File: src/rtl/depacketizer_axis_stream.sv
// depacketizer_axis_stream
// Receive-side framer: preamble/Barker sequencing, post-Barker symbol skip, length
// header, BPSK/QPSK bit unpacking into BYTES*8-bit words, output FIFO and AXI-Stream.
// Build macro DEPACK_STATS_EN adds the pkt_count / drop_count statistics outputs.
module depacketizer_axis_stream #(
    parameter int BYTES            = 1,
    parameter int MAX_WINDOW_WIDTH = 8,
    parameter int LEN_WIDTH        = 8,
    parameter int FIFO_DEPTH       = 16
) (
    input  logic                        clk,
    input  logic                        rst,
    input  logic [MAX_WINDOW_WIDTH-1:0] RX_BD_WINDOW,
    input  logic                        is_bpsk_in,
    input  logic                        PD_flag,
    input  logic                        BD_flag,
    input  logic                        BD_sgn,
    input  logic                        sym_valid,
    input  logic [1:0]                  in_QPSK,
    output logic [BYTES*8-1:0]          data_tdata,
    output logic                        data_tvalid,
    input  logic                        data_tready,
    output logic                        data_tlast,
    output logic                        data_tuser,
    output logic                        is_bpsk,
    output logic                        disassert_BD,
    output logic                        disassert_PD,
    output logic                        overflow
`ifdef DEPACK_STATS_EN
    ,
    output logic [15:0]                 pkt_count,
    output logic [15:0]                 drop_count
`endif
);

    localparam int W  = BYTES * 8;
    localparam int HB = $clog2(LEN_WIDTH + 1);
    localparam int WB = $clog2(W + 1);
    localparam int AW = $clog2(FIFO_DEPTH);
    localparam int FW = W + 2;

    typedef enum logic [2:0] {
        IDLE,
        ARMED,
        SKIP,
        HEADER,
        PAYLOAD,
        DONE,
        ABORT
    } state_t;

    state_t state, state_n;

    // packet context latched at Barker detection
    logic                        mode;
    logic                        sgn;
    logic [MAX_WINDOW_WIDTH-1:0] skip_cnt;

    // unpacker state
    logic [HB-1:0]        hdr_bits, n_hdr_bits;
    logic [LEN_WIDTH-1:0] hdr_reg,  n_hdr_reg;
    logic [LEN_WIDTH-1:0] len,      n_len;
    logic [W-1:0]         word_reg, n_word_reg;
    logic [WB-1:0]        word_bits, n_word_bits;
    logic [LEN_WIDTH-1:0] words_done, n_words_done;

    // unpacker events for this cycle
    logic         in_hdr;
    logic         bit_v;
    logic         hdr_end;
    logic         len_zero;
    logic         pkt_end;
    logic         push;
    logic         push_last;
    logic [W-1:0] push_word;
    logic         disassert;

    // FIFO
    logic [FW-1:0] mem [FIFO_DEPTH];
    logic [AW:0]   wr_ptr, rd_ptr;
    logic          empty, full, pop, accept, drop;
    logic [FW-1:0] head;

    // Bit unpacker: walks the (up to two) bits of this symbol in order, feeding the
    // header shifter until LEN_WIDTH bits are in, then the payload word shifter.
    always_comb begin
        n_hdr_bits   = hdr_bits;
        n_hdr_reg    = hdr_reg;
        n_len        = len;
        n_word_reg   = word_reg;
        n_word_bits  = word_bits;
        n_words_done = words_done;
        in_hdr       = (state == HEADER);
        bit_v        = 1'b0;
        hdr_end      = 1'b0;
        len_zero     = 1'b0;
        pkt_end      = 1'b0;
        push         = 1'b0;
        push_last    = 1'b0;
        push_word    = '0;
        if (sym_valid && (state == HEADER || state == PAYLOAD)) begin
            for (int k = 0; k < 2; k++) begin
                if ((k == 0 || !mode) && !len_zero && !pkt_end) begin
                    bit_v = ((k == 0) ? in_QPSK[1] : in_QPSK[0]) ^ sgn;
                    if (in_hdr) begin
                        n_hdr_reg  = (n_hdr_reg << 1) | LEN_WIDTH'(bit_v);
                        n_hdr_bits = n_hdr_bits + HB'(1);
                        if (n_hdr_bits == HB'(LEN_WIDTH)) begin
                            in_hdr   = 1'b0;
                            hdr_end  = 1'b1;
                            n_len    = n_hdr_reg;
                            len_zero = (n_hdr_reg == '0);
                        end
                    end else begin
                        n_word_reg  = (n_word_reg << 1) | W'(bit_v);
                        n_word_bits = n_word_bits + WB'(1);
                        if (n_word_bits == WB'(W)) begin
                            push         = 1'b1;
                            push_word    = n_word_reg;
                            push_last    = (n_words_done == (n_len - LEN_WIDTH'(1)));
                            n_words_done = n_words_done + LEN_WIDTH'(1);
                            n_word_bits  = '0;
                            pkt_end      = push_last;
                        end
                    end
                end
            end
        end
    end

    // FSM state register
    always_ff @(posedge clk or negedge rst) begin
        if (!rst) state <= IDLE;
        else      state <= state_n;
    end

    // FSM next state; DONE/ABORT each last one cycle and drive the detector clear pulse
    always_comb begin
        state_n   = state;
        disassert = 1'b0;
        case (state)
            IDLE:    if (PD_flag) state_n = ARMED;
            ARMED:   if (BD_flag) state_n = SKIP;
            SKIP:    if (skip_cnt == '0 || (sym_valid && skip_cnt == MAX_WINDOW_WIDTH'(1)))
                         state_n = HEADER;
            HEADER:  if (len_zero) state_n = ABORT;
                     else if (hdr_end) state_n = PAYLOAD;
            PAYLOAD: if (pkt_end) state_n = DONE;
            DONE, ABORT: begin
                disassert = 1'b1;
                state_n   = IDLE;
            end
            default: state_n = IDLE;
        endcase
    end

    assign disassert_BD = disassert;
    assign disassert_PD = disassert;
    assign is_bpsk      = mode;

    // Packet context and unpacker registers; cleared on reset so a new packet never
    // inherits a partial word
    always_ff @(posedge clk or negedge rst) begin
        if (!rst) begin
            mode       <= 1'b0;
            sgn        <= 1'b0;
            skip_cnt   <= '0;
            hdr_bits   <= '0;
            hdr_reg    <= '0;
            len        <= '0;
            word_reg   <= '0;
            word_bits  <= '0;
            words_done <= '0;
        end else begin
            case (state)
                ARMED: if (BD_flag) begin
                    mode       <= is_bpsk_in;
                    sgn        <= BD_sgn;
                    skip_cnt   <= RX_BD_WINDOW;
                    hdr_bits   <= '0;
                    hdr_reg    <= '0;
                    len        <= '0;
                    word_reg   <= '0;
                    word_bits  <= '0;
                    words_done <= '0;
                end
                SKIP: if (sym_valid && skip_cnt != '0)
                    skip_cnt <= skip_cnt - MAX_WINDOW_WIDTH'(1);
                HEADER, PAYLOAD: begin
                    hdr_bits   <= n_hdr_bits;
                    hdr_reg    <= n_hdr_reg;
                    len        <= n_len;
                    word_reg   <= n_word_reg;
                    word_bits  <= n_word_bits;
                    words_done <= n_words_done;
                end
                default: ;
            endcase
        end
    end

    assign empty  = (wr_ptr == rd_ptr);
    assign full   = (wr_ptr[AW] != rd_ptr[AW]) && (wr_ptr[AW-1:0] == rd_ptr[AW-1:0]);
    assign pop    = !empty && data_tready;
    assign accept = push && (!full || pop);
    assign drop   = push && full && !pop;
    assign head   = mem[rd_ptr[AW-1:0]];

    // FIFO storage {tuser, tlast, word}; written only, never reset
    always_ff @(posedge clk) begin
        if (accept) mem[wr_ptr[AW-1:0]] <= {mode, push_last, push_word};
    end

    // FIFO pointers and sticky overflow flag
    always_ff @(posedge clk or negedge rst) begin
        if (!rst) begin
            wr_ptr   <= '0;
            rd_ptr   <= '0;
            overflow <= 1'b0;
        end else begin
            if (accept) wr_ptr <= wr_ptr + (AW+1)'(1);
            if (pop)    rd_ptr <= rd_ptr + (AW+1)'(1);
            if (drop)   overflow <= 1'b1;
        end
    end

    // Head of FIFO drives the stream; held at zero while nothing is valid
    assign data_tvalid = !empty;
    assign data_tdata  = empty ? '0   : head[W-1:0];
    assign data_tlast  = empty ? 1'b0 : head[W];
    assign data_tuser  = empty ? 1'b0 : head[W+1];

`ifdef DEPACK_STATS_EN
    // Saturating packet and dropped-word counters
    always_ff @(posedge clk or negedge rst) begin
        if (!rst) begin
            pkt_count  <= '0;
            drop_count <= '0;
        end else begin
            if (state == DONE && pkt_count != 16'hFFFF)  pkt_count  <= pkt_count + 16'd1;
            if (drop && drop_count != 16'hFFFF)          drop_count <= drop_count + 16'd1;
        end
    end
`endif

endmodule
File: config.mk
export PLATFORM = sky130hd
export DESIGN_NAME = depacketizer_axis_stream
export DESIGN_NICKNAME = d
export VERILOG_FILES = /design/src/rtl/depacketizer_axis_stream.sv
export SDC_FILE = /design/constraint.sdc
export NUM_CORES = 1
export LEC_CHECK = 0
export CAP_MARGIN = 20
export CORE_MARGIN = 4
export CORE_UTILIZATION = 50
export CTS_CLUSTER_SIZE = 14
export DETAILED_ROUTE_END_ITERATION = 8
export HOLD_SLACK_MARGIN = 0.05
export PLACE_DENSITY = 0.78
export SYNTH_ARGS = -nofsm -noshare
export SYNTH_HDL_FRONTEND = slang
export SYNTH_SLANG_ARGS = --single-unit
File: constraint.sdc
create_clock -name clk -period 4.9 [get_ports clk]
set_clock_uncertainty 0.05 [all_clocks]
set_input_delay 0.49 -clock clk [delete_from_list [all_inputs] [get_ports clk]]
set_output_delay 0.49 -clock clk [all_outputs]
set_load 0.02 [all_outputs]
== Word level (Yosys, flattened, before mapping) ==
Memory sizes are Yosys's and may differ from the RTL's.
Cells that the tools add are included.

* Flip-flop bits (word level): 64
* RAM bits: 160
* Input port bits: 18
* Output and inout port bits: 15
* Word-level logic and storage cells: 185
* Memories kept: 1

* Add/sub/neg operators: 11
* Equal/unequal tests: 23
* Multiplexer cells: 99
* Bitwise logic cells: 6
* Reductions and logical operators: 32

{| class="wikitable"
|+ Memories
! name !! depth !! width !! rd ports !! clocked after Yosys merged registers in !! wr ports !! line !! source
|-
| mem || 16 || 10 || 1 || 0 || 1 || 79 || <nowiki>logic [FW-1:0] mem [FIFO_DEPTH];</nowiki>
|}

{| class="wikitable"
|+ Operators with widths
! kind !! count
|-
| 2-to-1 mux 8 bit || 34
|-
| one-hot mux 8 bit (2 select lines) || 5
|-
| 2-to-1 mux 4 bit || 13
|-
| 2-to-1 mux 1 bit || 38
|-
| bitwise OR 8 x 1 -> 8 bit || 4
|-
| zero test 8 bit || 3
|-
| subtractor 8 x 1 -> 8 bit, second input constant || 3
|-
| 2-to-1 mux 3 bit || 6
|-
| adder 4 x 1 -> 4 bit, second input constant || 4
|-
| adder 8 x 1 -> 8 bit, second input constant || 2
|-
| equality test 4 bit, second input constant || 4
|-
| equality test 8 bit || 2
|-
| one-hot mux 4 bit (2 select lines) || 2
|-
| one-hot mux 3 bit (5 select lines) || 1
|-
| inequality test 2 bit, second input constant || 6
|-
| adder 5 x 1 -> 5 bit, second input constant || 2
|-
| logical AND 1 bit || 10
|-
| equality test 3 bit, second input constant || 3
|-
| equality test 8 x 1 -> 1 bit, second input constant || 1
|-
| nonzero test 8 bit || 1
|-
| equality test 3 x 2 -> 1 bit, second input constant || 2
|-
| zero test 1 bit || 6
|-
| AND reduction 3 bit || 2
|-
| equality test 5 bit || 1
|-
| 11 further kinds || 16
|}

== Longest topological paths before layout ==
* Depth in word-level cells: 14
* Depth in mapped cells: 15

== Worst setup path before layout ==
OpenSTA, ideal clock, no wires.

* Kind: register -> register
* Start: reg hdr_bits[0]
* End: mem mem[3][0] in the netlist's numbering (enable)
* Setup time: 0.390 ns
* Arrival time: 3.222 ns
* Data required time: 4.460 ns
* Slack: 1.238 ns
* Cell stages (with the launch flop): 13
* Path buffers: 2
* Period minus slack after synthesis: 3.662 ns
* Path through: dfrtp_1 -> ha_1 -> clkbuf_1 -> nand2_1 -> a21oi_1 -> o21ai_2 -> or4_1 -> nand4_4 -> o211a_4 -> and2_4 -> buf_6 -> nand2_1 -> nor3_1

* Cells in the longest elaborated chain, start to end: 13

{| class="wikitable"
|+ RTL lines
! element !! line !! source
|-
| start, declared || 60 || <nowiki>logic [HB-1:0] hdr_bits, n_hdr_bits;</nowiki>
|-
| start signal, assigned || 190 || <nowiki>hdr_bits <= n_hdr_bits;</nowiki>
|-
| adder 4 x 1 -> 4 bit (*) || 107 || <nowiki>n_hdr_bits = n_hdr_bits + HB'(1);</nowiki>
|-
| equality test 4 bit (*) || 108 || <nowiki>if (n_hdr_bits == HB'(LEN_WIDTH)) begin</nowiki>
|-
| 2-to-1 mux 1 bit || 108 ||
|-
| 2-to-1 mux 1 bit || 105 || <nowiki>if (in_hdr) begin</nowiki>
|-
| 2-to-1 mux 1 bit || 101 || <nowiki>if (sym_valid && (state == HEADER || state == PAYLOAD)) begin</nowiki>
|-
| zero test 1 bit || 103 || <nowiki>if ((k == 0 || !mode) && !len_zero && !pkt_end) begin</nowiki>
|-
| logical AND 1 bit (2 in a row) || 103 ||
|-
| 2-to-1 mux 1 bit (*) || 103 ||
|-
| 2-to-1 mux 1 bit (*) || 101 ||
|-
| logical AND 1 bit (*) || 205 || <nowiki>assign accept = push && (!full || pop);</nowiki>
|-
| 2-to-1 mux 1 bit (*) || 211 || <nowiki>if (accept) mem[wr_ptr[AW-1:0]] <= {mode, push_last, push_word};</nowiki>
|-
| 2-to-1 mux 1 bit (not written as such) (*) || 211 ||
|-
| end, declared || 79 ||
|}

Every way passes the cells marked *; elsewhere a longest branch is shown, timed or not. The select of a mux whose other input is x is not followed.

== Worst setup path after layout ==
* Start: reg rd_ptr[0]
* End: out data_tdata[0]

* Cells in the longest elaborated chain, start to end: 2

{| class="wikitable"
|+ RTL lines
! element !! line !! source
|-
| start, declared || 80 || <nowiki>logic [AW:0] wr_ptr, rd_ptr;</nowiki>
|-
| start signal, assigned || 222 || <nowiki>if (pop) rd_ptr <= rd_ptr + (AW+1)'(1);</nowiki>
|-
| memory read (16 x 10 bit) / equality test 5 bit (equally long branches) || - ||
|-
| 2-to-1 mux 8 bit (*) || 229 || <nowiki>assign data_tdata = empty ? '0 : head[W-1:0];</nowiki>
|-
| end, declared || 20 || <nowiki>output logic [BYTES*8-1:0] data_tdata,</nowiki>
|}

Every way passes the cells marked *; elsewhere a longest branch is shown, timed or not.

==> impl_metrics.toml <==
[status]
status = "finished clean"

[routing]
first_pass_iters = 6
drt_iter0_drc = 522
antenna_left = 0
drc = 0
num_vias = 7417
wl_per_cell_um = 21.6
vias_per_cell = 6.24
totalWireLength_um = 25700

[worst_hold_path]
holdPathStages = 1
min_to = "rd_ptr[4]"
min_from = "rd_ptr[4]"
hold_class = "reg2reg"

[pwr]
powerDensity_nw_per_um2 = 510
irDropWorstVdd_mv = 0.358
power_mw = 6.44
power_leakage_nw = 4.74

[placement]
place_area_um2 = 11800
place.gp.congestion = 0.911
dp_cells = 1144
dpl.hpwl_um = 16800
port_buffers = 32

[global_routing]
grt_max_degree = 43
grt_pass1_wl_um = 41000
gr-total-overflow = 0
antenna_found_initial = 0
grt_pass1_vias = 7332
grt_use_total = 0.209

[timing]
relSlewSlack = 0.334
worst_slew_pin_slew_ns = 0.997
hold_viol = 0
setup_violations = 0
holdWs_ns = 0.449
slew_violations = 0
post-route-min-period_ns = 3.95
fin_crit_sh = 0.806
fin_setup_tns_ns = 0
rsz0062_at_grt = "false"
fmax_mhz = 253

[die]
dieArea_um2 = 24900
core_um2 = 22000
start_util = 0.512
pin_count = 33
rows = 54
die_y_um = 158
die_x_um = 158

[worst_setup_path]
cp.required_ns = 4.36
r2r_start = "state[0]"
crit_path_start_kind = "flop"
cp-end-kind = "primary output"
reg2reg_depth = 8
crit_path_top_delay_cell = "dfrtp_2"
cp_common_cell = "buf_4"
crit_chain = "buf_4 > buf_4 > mux4_2 > mux2i_1 > a211oi_1 > clkdlybuf4s50_1"
critPathKind = "reg2out"
r2r_end = "mem[5][2]"
crit_fanout = 25
rrSetupSlack_ns = 1.08
crit_arrival_ns = 3.41
cp_slowest_stage_delay_ns = 0.89

[logic_synthesis]
avgSynthCellArea_um2 = 12.8
ys_ff_latch = 222
synth-async-reset-ratio = 0.279
yosys.area.top_type = "edfxtp_1"
syn_inst = 876
synth_area_um2 = 11200
synth_edf_count = 160
synth_area_leaders = "edfxtp_1, dfrtp_1, mux4_2"
synth_top_cell_area_share = 0.427
yosysSeqAreaShare = 0.565
synth.yosys.warnings = 0
syn_nets = 911
yosys.cell_types.count = 74
synth_ff_type = "edfxtp_1"

[clocking]
clk_pin_slew_ns = 0.05
clockBufferDepth = 3
clock-sinks = 222
cts_tree = "done"
worstSkewPairLatency_ns = 0.53
h-tree-depth = 1
post_cts_resized = 0
cts_root_buf = "clkbuf_16"
cts_buffers = 24

[job]
cap_violations = 0

[cells_and_area]
largest_reg_flops = 160
final_cell_mix = "edfxtp_1, dfrtp_1, nor2_1"
final_nets = 926
layout.cells.most_common = "edfxtp_1"
area_growth_pct = 12.3
fillers = 1686
diodes = 0
finalNonFillerCells = 1189
stdcell_area_um2 = 12600
drive_gt1_frac = 0.140
==> logic make-up (layout without fill, tap and decap cells) <==
| group | after synthesis | after routing | share of synthesized area |
|---|---|---|---|
| AND/OR/NAND/NOR | 248 | 248 | 0.120 |
| flip-flops | 222 | 222 | 0.565 |
| AO/OA/AOI/OAI | 171 | 171 | 0.0994 |
| multiplexers | 85 | 85 | 0.121 |
| buffers and inverters | 81 | 114 | 0.0316 |
| XOR/XNOR | 52 | 52 | 0.0436 |
| adder cells (fa/ha/maj) | 17 | 17 | 0.0189 |
==> Yosys cell counts (3+ instances only) <==
| cell type | instances |
|---|---|
| o41ai_1 | 4 |
| buf_1 | 6 |
| o21ai_0 | 55 |
| nor2b_1 | 17 |
| edfxtp_1 | 160 |
| nand3_1 | 33 |
| nor3b_1 | 3 |
| nand4_1 | 10 |
| dfrtp_1 | 62 |
| a211oi_1 | 22 |
| mux2_2 | 7 |
| nor3_1 | 16 |
| and3_1 | 18 |
| nand2_1 | 41 |
| nand3b_1 | 6 |
| and3b_1 | 4 |
| o22ai_1 | 3 |
| nor4_1 | 6 |
| ha_1 | 17 |
| a21o_1 | 5 |
| clkbuf_1 | 39 |
| buf_6 | 3 |
| or3_1 | 6 |
| o21ai_1 | 3 |
| a21boi_0 | 3 |
| o31ai_1 | 4 |
| mux2i_1 | 38 |
| xnor2_1 | 32 |
| nand2b_1 | 7 |
| nor2_1 | 59 |
| buf_4 | 4 |
| a22o_1 | 5 |
| a21oi_1 | 36 |
| a32oi_1 | 3 |
| buf_2 | 11 |
| mux4_2 | 40 |
| and2_1 | 6 |
| a31oi_1 | 7 |
| xor2_1 | 17 |
| inv_1 | 18 |
==> critical path: cells and delay by family (launching register included) <==
| family | cells | cell delay, ns |
|---|---|---|
| buffers and inverters | 3 | 1.17 |
| DFF | 1 | 0.89 |
| muxes | 2 | 0.71 |
| AOI/OAI and AO/OA | 1 | 0.11 |
==> routing by layer <==
metal | up-vias | wire length, µm | track usage
li1 | 3368 | - | -
met4 | 0 | 715 | 0.0589
met3 | 46 | 1620 | 0.0290
met1 | 3699 | 10800 | 0.291
met2 | 304 | 12500 | 0.348
met5 | - | 0 | 0
==> worst max path at each step <==
stage	slack, ns	cells past startpoint	end	from
floorplan	1.24	12	mem[3][0]	hdr_bits[0]
global placement	1.29	8	mem[7][9]	in_QPSK[1]
detailed placement	1.16	8	mem[7][9]	in_QPSK[1]
CTS	0.86	5	data_tuser	rd_ptr[0]
global route	0.68	6	data_tdata[0]	rd_ptr[0]
finish	0.95	6	data_tdata[0]	rd_ptr[0]
==> through the flow <==
step	util	setup slack, ns
finish	0.575	0.948
global route	0.575	0.685
CTS	0.575	0.857
detailed placement	0.536	1.16
global placement	0.536	1.29
floorplan	-	1.24
==> timing repair <==
action | CTS | global route
endpoints found under the hold margin | 28 | 0
setup endpoints to repair | 0 | 0
hold buffers | 1 | 0
setup buffers | 0 | 0
==> cell type report <==
class,count,area (µm²),area share
sequential,222,6360,0.503
multi-input combinational,573,4530,0.359
clock buffer,32,671,0.0531
timing repair buffer,52,468,0.0371
tap,280,350,0.0277
clock inverter,12,180,0.0143
inverter,18,67.6,0.00535
==> power by group <==
| group | internal (mW) | switching (mW) |
|---|---|---|
| combinational | 0.866 | 1.21 |
| clock | 1.18 | 0.752 |
| sequential | 2.15 | 0.286 |
Note: power is estimated with default switching activity, not from simulation.
